$ cat config.mk
export PLATFORM = sky130hd
export DESIGN_NAME = glb_opsum_reader
export DESIGN_NICKNAME = d
export VERILOG_FILES = /design/src/rtl/glb_opsum_reader_pkg.sv /design/src/rtl/opsum_skid_fifo.sv /design/src/rtl/glb_opsum_reader.sv
export SDC_FILE = /design/constraint.sdc
export NUM_CORES = 1
export LEC_CHECK = 0
export BUFFER_PORTS_ARGS = -buffer_cell sky130_fd_sc_hd__buf_4
export CAP_MARGIN = 20
export CORE_MARGIN = 1
export CORE_UTILIZATION = 58
export CTS_BUF_LIST = sky130_fd_sc_hd__clkbuf_4 sky130_fd_sc_hd__clkbuf_8
export DETAILED_ROUTE_END_ITERATION = 7
export PLACE_DENSITY = 0.83
export SLEW_MARGIN = 5
export SYNTH_ARGS = -nofsm -noshare
export SYNTH_HDL_FRONTEND = slang
export SYNTH_SLANG_ARGS = --single-unit
$ cat constraint.sdc
create_clock -name clk -period 3.4 [get_ports clk]
set_input_delay 0 -clock clk [delete_from_list [all_inputs] [get_ports clk]]
set_output_delay 0 -clock clk [all_outputs]
set_load 0.005 [all_outputs]
$ cat src/rtl/glb_opsum_reader_pkg.sv
// Shared types and constants for the GLB output-partial-sum reader.
// Holds the controller state encoding and the GLB word access constants.
package glb_opsum_reader_pkg;

    typedef enum logic [1:0] {
        IDLE  = 2'd0,
        READ  = 2'd1,
        DRAIN = 2'd2,
        FIN   = 2'd3
    } state_t;

    localparam logic [3:0]  GLB_RE_WORD = 4'b1111;
    localparam logic [31:0] WORD_BYTES  = 32'd4;

    // Byte address of the word following a.
    function automatic logic [31:0] next_word_addr(input logic [31:0] a);
        return a + WORD_BYTES;
    endfunction

endpackage

$ cat src/rtl/opsum_skid_fifo.sv
// Two-entry FIFO holding GLB read data until the stream consumer takes it.
// Push and pop may happen together; a push into a full FIFO without a pop is dropped.
module opsum_skid_fifo #(
    parameter int DATA_SIZE = 32
) (
    input  logic                 clk,
    input  logic                 rst,
    input  logic                 push,
    input  logic [DATA_SIZE-1:0] push_data,
    input  logic                 pop,
    output logic [DATA_SIZE-1:0] head,
    output logic [1:0]           count
);

    logic [DATA_SIZE-1:0] mem_r [2];
    logic                 wr_ptr_r;
    logic                 rd_ptr_r;
    logic [1:0]           count_r;
    logic                 do_push_s;
    logic                 do_pop_s;

    // Qualify requests against the current occupancy.
    always_comb begin
        do_pop_s  = pop && (count_r != 2'd0);
        do_push_s = push && ((count_r != 2'd2) || do_pop_s);
    end

    // Storage, pointers and occupancy.
    always_ff @(posedge clk or negedge rst) begin
        if (!rst) begin
            mem_r[0] <= {DATA_SIZE{1'b0}};
            mem_r[1] <= {DATA_SIZE{1'b0}};
            wr_ptr_r <= 1'b0;
            rd_ptr_r <= 1'b0;
            count_r  <= 2'd0;
        end else begin
            if (do_push_s) begin
                mem_r[wr_ptr_r] <= push_data;
                wr_ptr_r        <= ~wr_ptr_r;
            end
            if (do_pop_s) begin
                rd_ptr_r <= ~rd_ptr_r;
            end
            case ({do_push_s, do_pop_s})
                2'b10:   count_r <= count_r + 2'd1;
                2'b01:   count_r <= count_r - 2'd1;
                default: count_r <= count_r;
            endcase
        end
    end

    assign head  = mem_r[rd_ptr_r];
    assign count = count_r;

endmodule

$ cat src/rtl/glb_opsum_reader.sv
// Drains word_count consecutive 32-bit words from the GLB starting at base_addr
// and presents them as a ready/valid stream with a last marker and done pulse.
module glb_opsum_reader
    import glb_opsum_reader_pkg::*;
#(
    parameter int DATA_SIZE = 32,
    parameter int CNT_BITS  = 16
) (
    input  logic                 clk,
    input  logic                 rst,
    input  logic                 start,
    input  logic [31:0]          base_addr,
    input  logic [CNT_BITS-1:0]  word_count,
    output logic [3:0]           glb_re,
    output logic [31:0]          glb_r_addr,
    input  logic [DATA_SIZE-1:0] glb_r_data,
    output logic                 out_valid,
    input  logic                 out_ready,
    output logic [DATA_SIZE-1:0] out_data,
    output logic                 out_last,
    output logic                 busy,
    output logic                 done
);

    localparam logic [CNT_BITS-1:0] CNT_ZERO = {CNT_BITS{1'b0}};
    localparam logic [CNT_BITS-1:0] CNT_ONE  = {{(CNT_BITS-1){1'b0}}, 1'b1};

    state_t              state_r;
    logic [31:0]         addr_r;
    logic [CNT_BITS-1:0] cnt_r;
    logic [CNT_BITS-1:0] issued_r;
    logic [CNT_BITS-1:0] remain_r;
    logic                pend_r;
    logic                busy_r;
    logic                done_r;

    logic [1:0]          fifo_count_s;
    logic                pop_s;
    logic [2:0]          credit_s;
    logic                rd_en_s;

    // A new read may issue when its data is guaranteed a slot even if the consumer stalls;
    // the pop happening this cycle frees a slot, which keeps one word per cycle flowing.
    always_comb begin
        pop_s    = (fifo_count_s != 2'd0) && out_ready;
        credit_s = {1'b0, fifo_count_s} + {2'b00, pend_r} - {2'b00, pop_s};
        rd_en_s  = (state_r == READ) && (issued_r != cnt_r) &&
                   (fifo_count_s != 2'd2) && (credit_s < 3'd2);
    end

    // Transfer control: state, address/counters, busy and done.
    always_ff @(posedge clk or negedge rst) begin
        if (!rst) begin
            state_r  <= IDLE;
            addr_r   <= 32'd0;
            cnt_r    <= CNT_ZERO;
            issued_r <= CNT_ZERO;
            remain_r <= CNT_ZERO;
            pend_r   <= 1'b0;
            busy_r   <= 1'b0;
            done_r   <= 1'b0;
        end else begin
            pend_r <= rd_en_s;
            case (state_r)
                IDLE: begin
                    done_r <= 1'b0;
                    if (start) begin
                        addr_r   <= base_addr;
                        cnt_r    <= word_count;
                        remain_r <= word_count;
                        issued_r <= CNT_ZERO;
                        busy_r   <= 1'b1;
                        if (word_count == CNT_ZERO) begin
                            state_r <= FIN;
                            done_r  <= 1'b1;
                        end else begin
                            state_r <= READ;
                        end
                    end else begin
                        busy_r <= 1'b0;
                    end
                end
                READ: begin
                    if (rd_en_s) begin
                        addr_r   <= next_word_addr(addr_r);
                        issued_r <= issued_r + CNT_ONE;
                        if ((issued_r + CNT_ONE) == cnt_r) begin
                            state_r <= DRAIN;
                        end
                    end
                    if (pop_s) begin
                        remain_r <= remain_r - CNT_ONE;
                    end
                end
                DRAIN: begin
                    if (pop_s) begin
                        remain_r <= remain_r - CNT_ONE;
                        if (remain_r == CNT_ONE) begin
                            state_r <= FIN;
                            done_r  <= 1'b1;
                        end
                    end
                end
                FIN: begin
                    done_r  <= 1'b0;
                    busy_r  <= 1'b0;
                    state_r <= IDLE;
                end
                default: begin
                    state_r <= IDLE;
                    busy_r  <= 1'b0;
                    done_r  <= 1'b0;
                end
            endcase
        end
    end

    opsum_skid_fifo #(
        .DATA_SIZE (DATA_SIZE)
    ) u_fifo (
        .clk       (clk),
        .rst       (rst),
        .push      (pend_r),
        .push_data (glb_r_data),
        .pop       (pop_s),
        .head      (out_data),
        .count     (fifo_count_s)
    );

    assign glb_re     = rd_en_s ? GLB_RE_WORD : 4'b0000;
    assign glb_r_addr = addr_r;
    assign out_valid  = (fifo_count_s != 2'd0);
    assign out_last   = out_valid && (remain_r == CNT_ONE);
    assign busy       = busy_r;
    assign done       = done_r;

endmodule
==> impl_metrics.py <==
metrics = {
    "clock_network": {
        "cts_tree": "built",
        "clockRootBuffer": "clkbuf_8",
        "clkSinkCount": 153,
        "clockBufferDepth": 2,
        "cts_resized": 0,
        "cts_setup_buffers": 0,
        "cts.clk_slew.worst_paths_ps": 80,
        "worst_skew_pair.late_latency_ps": 470,
        "cts-htree-levels": 4,
        "hold_buffers": 83,
        "numCtsBuffers": 17,
    },
    "sta": {
        "relSlewSlack_pct": 33.1,
        "worstMarginPinSlew_ps": 1000,
        "finClkSkew_ps": 11.0,
        "hold_viol": 0,
        "rsz0062_at_grt": "false",
        "whs_ps": 184,
        "tns_ps": 0,
        "slew_violations": 0,
        "setup_viol": 0,
        "period_minus_slack_ps": 3050,
        "min_period_over_period_pct": 89.6,
        "max_clock_freq_ghz": 0.328,
    },
    "place": {
        "gp_congestion": 0.926,
        "dp_hpwl_um": 14600,
        "port_buffers": 155,
    },
    "worst_setup_path": {
        "crit_start": "u_fifo.count[1]",
        "timing.rr.start": "u_fifo.count[1]",
        "crit_type": "reg -> reg",
        "end_kind": "flip-flop",
        "critPathArrivalTime_ps": 3430,
        "crit_fanout": 16,
        "cp_data_required_time_ps": 3790,
        "critPathLaunchType": "flip-flop",
    },
    "grt": {
        "grt_max_degree": 106,
        "grt_usage_pct": 33.5,
        "antenna_found_initial": 0,
        "first_global_vias": 7454,
        "grt.overflow.total": 0,
        "grt_pass1_wl_um": 38400,
    },
    "logic_synthesis": {
        "ys_async_sr_fraction_pct": 100,
        "avgSynthCellArea_um2": 10.3,
        "ys_seq_area_share_pct": 45.7,
        "synth_simple_gate_area_share_pct": 15.7,
        "synth_seq_cells": 153,
        "synth_compound_area_share_pct": 14.6,
        "synth_top_family_by_area": "multiplexers",
        "synthAdderAreaFrac_pct": 1.43,
        "synthMuxAreaShare_pct": 15.8,
        "ys.flop_type": "dfrtp_1",
        "syn-num-nets": 910,
        "syn_inst": 817,
        "yosysUniqueCellTypes": 69,
        "synth_edf_count": 0,
        "synth_xor_area_share_pct": 3.21,
        "yosys_warnings": 0,
        "syn-cell-area_mm2": 0.00839,
    },
    "run": {
        "drv_cap": 0,
    },
    "min_path": {
        "hp-class": "in -> async",
    },
    "detailed_routing": {
        "antenna_left": 0,
        "drc": 0,
        "wl_per_cell_um": 19.5,
        "drt_iter0_markers": 962,
        "viasPerCell": 6.14,
        "dr.pass1.iters": 5,
        "routed_wl_um": 24100,
        "vias": 7587,
    },
    "floorplanning": {
        "core_mm2": 0.0140,
        "initial_core_util_pct": 60.0,
        "core.rowCount": 43,
        "die-area_mm2": 0.0149,
        "ios": 156,
        "fp.dieH_um": 122,
        "die_w_um": 122,
    },
    "pwr": {
        "power.leakage_uw": 0.00468,
        "power_density_mw_per_mm2": 901,
        "peakVddDrop_mv": 0.452,
    },
    "final_layout": {
        "layout.nets": 1137,
        "final_core_util_pct": 78.1,
        "drive_gt1_share_pct": 32.0,
        "insertedDiodeCount": 0,
        "syn2layout_area_growth_pct": 30.3,
    },
    "run_status": {
        "outcome": "finished clean",
    },
}
==> registers in the layout, indices dropped and copies added (netlist names) <==
signal / count
u_fifo.mem_r: 64
glb_r_addr: 32
cnt_r: 16
issued_r: 16
remain_r: 16
state_r: 2
u_fifo.count: 2
busy: 1
done: 1
pend_r: 1
u_fifo.rd_ptr_r: 1
u_fifo.wr_ptr_r: 1
==> worst max-delay path: stages (launching register included) <==
cell and delay, ps:
dfrtp_1 500, nand2_1 90, nor2_1 170, o21ai_0 140, fa_1 400, and3_1 190
o211ai_1 330, a21o_4 180, inv_6 70, o21ai_4 420, buf_4 260, o21ai_0 120
o211ai_1 110
==> placed cells by master, fill, tap and decap left out, types with 6 or more instances in the layout <==
cell type | Yosys | layout
a21oi_1 | 48 | 48
and3_1 | 10 | 10
buf_4 | 9 | 172
clkbuf_8 | 0 | 19
dfrtp_1 | 153 | 153
dlygate4sd3_1 | 0 | 83
ha_1 | 8 | 8
inv_1 | 17 | 17
mux2_2 | 113 | 113
nand2_1 | 70 | 70
nand2b_1 | 11 | 11
nand3_1 | 28 | 28
nand4_1 | 12 | 12
nor2_1 | 56 | 55
nor2b_1 | 9 | 9
nor3_1 | 11 | 11
nor4_1 | 8 | 8
o211ai_1 | 12 | 12
o21ai_0 | 48 | 48
o22ai_1 | 15 | 15
o31ai_1 | 7 | 7
or3_1 | 7 | 7
or4_1 | 6 | 6
xnor2_1 | 15 | 15
xor2_1 | 12 | 12
==> kinds of logic after synthesis <==
family | after synthesis
mux | 118
fa+ha+maj | 9
xor+xnor | 29
simple gates | 255
compound gates | 187
buf+inv | 66
flops | 153
==> report_power, final <==
group | internal (µW) | switching [µW] | leakage, µW | total, µW
combinational | 2510 | 2470 | 0.00265 | 4990
sequential | 2650 | 747 | 0.00183 | 3390
clock | 757 | 707 | 0.000200 | 1460
==> per-stage QoR <==
step	cells	setup WS (ps)	total power, µW	area, µm²
floorplan	817	809	6400	8390
global placement	1122	599	7910	9690
detailed placement	1122	425	8110	9690
CTS	1236	396	9660	10900
global route	1236	164	10500	10900
finish	1236	353	9840	10900
==> cells in the mapped netlist, types with 5 or more instances <==
cell | instances | area (µm²)
o211ai_1 | 12 | 90.1
buf_4 | 9 | 67.6
o21ai_0 | 48 | 240
and2_1 | 5 | 31.3
nor3_1 | 11 | 55.1
dfrtp_1 | 153 | 3830
inv_1 | 17 | 63.8
o22ai_1 | 15 | 93.8
or2_2 | 5 | 31.3
a22o_1 | 5 | 43.8
nand3_1 | 28 | 140
nand4_1 | 12 | 75.1
nor4_1 | 8 | 50.1
xor2_1 | 12 | 105
buf_2 | 7 | 35.0
clkbuf_1 | 26 | 97.6
mux2i_1 | 5 | 50.1
or3_1 | 7 | 43.8
or4_1 | 6 | 45.0
o31ai_1 | 7 | 52.6
a211o_1 | 5 | 43.8
nor2b_1 | 9 | 56.3
and3_1 | 10 | 62.6
nor2_1 | 56 | 210
nand2_1 | 70 | 263
mux2_2 | 113 | 1270
xnor2_1 | 15 | 131
nand2b_1 | 11 | 68.8
a21oi_1 | 48 | 240
ha_1 | 8 | 100
==> metal layers <==
metal / part of all wire (%) / vias up / global-route usage (%)
li1: - / 3438 / -
met3: 7.2 / 63 / 7.34
met4: 3.1 / 0 / 13.3
met5: 0 / - / 0
met1: 39 / 3695 / 42.4
met2: 51 / 391 / 55.7
==> final timing paths <==
check,endpoint,slack [ps],cells past startpoint
min in group clk,glb_r_addr[17],310,4
worst min register to register,u_fifo.mem_r[52],510,1
worst max register to register,glb_r_addr[19],350,12
worst max-delay path,glb_r_addr[19],350,12
max in group asynchronous,glb_r_addr[31],2210,3
worst min-delay path,cnt_r[0],180,2
==> layout make-up <==
type,count,area [µm²]
inverters,18,72.6
multi-input cells,598,4260
well taps,180,225
clock inverters,12,149
repair buffers,256,2130
clock buffers,19,262
flip-flops and latches,153,3830
fillers,865,3060
No activity file was read; power rests on OpenSTA's default activity.
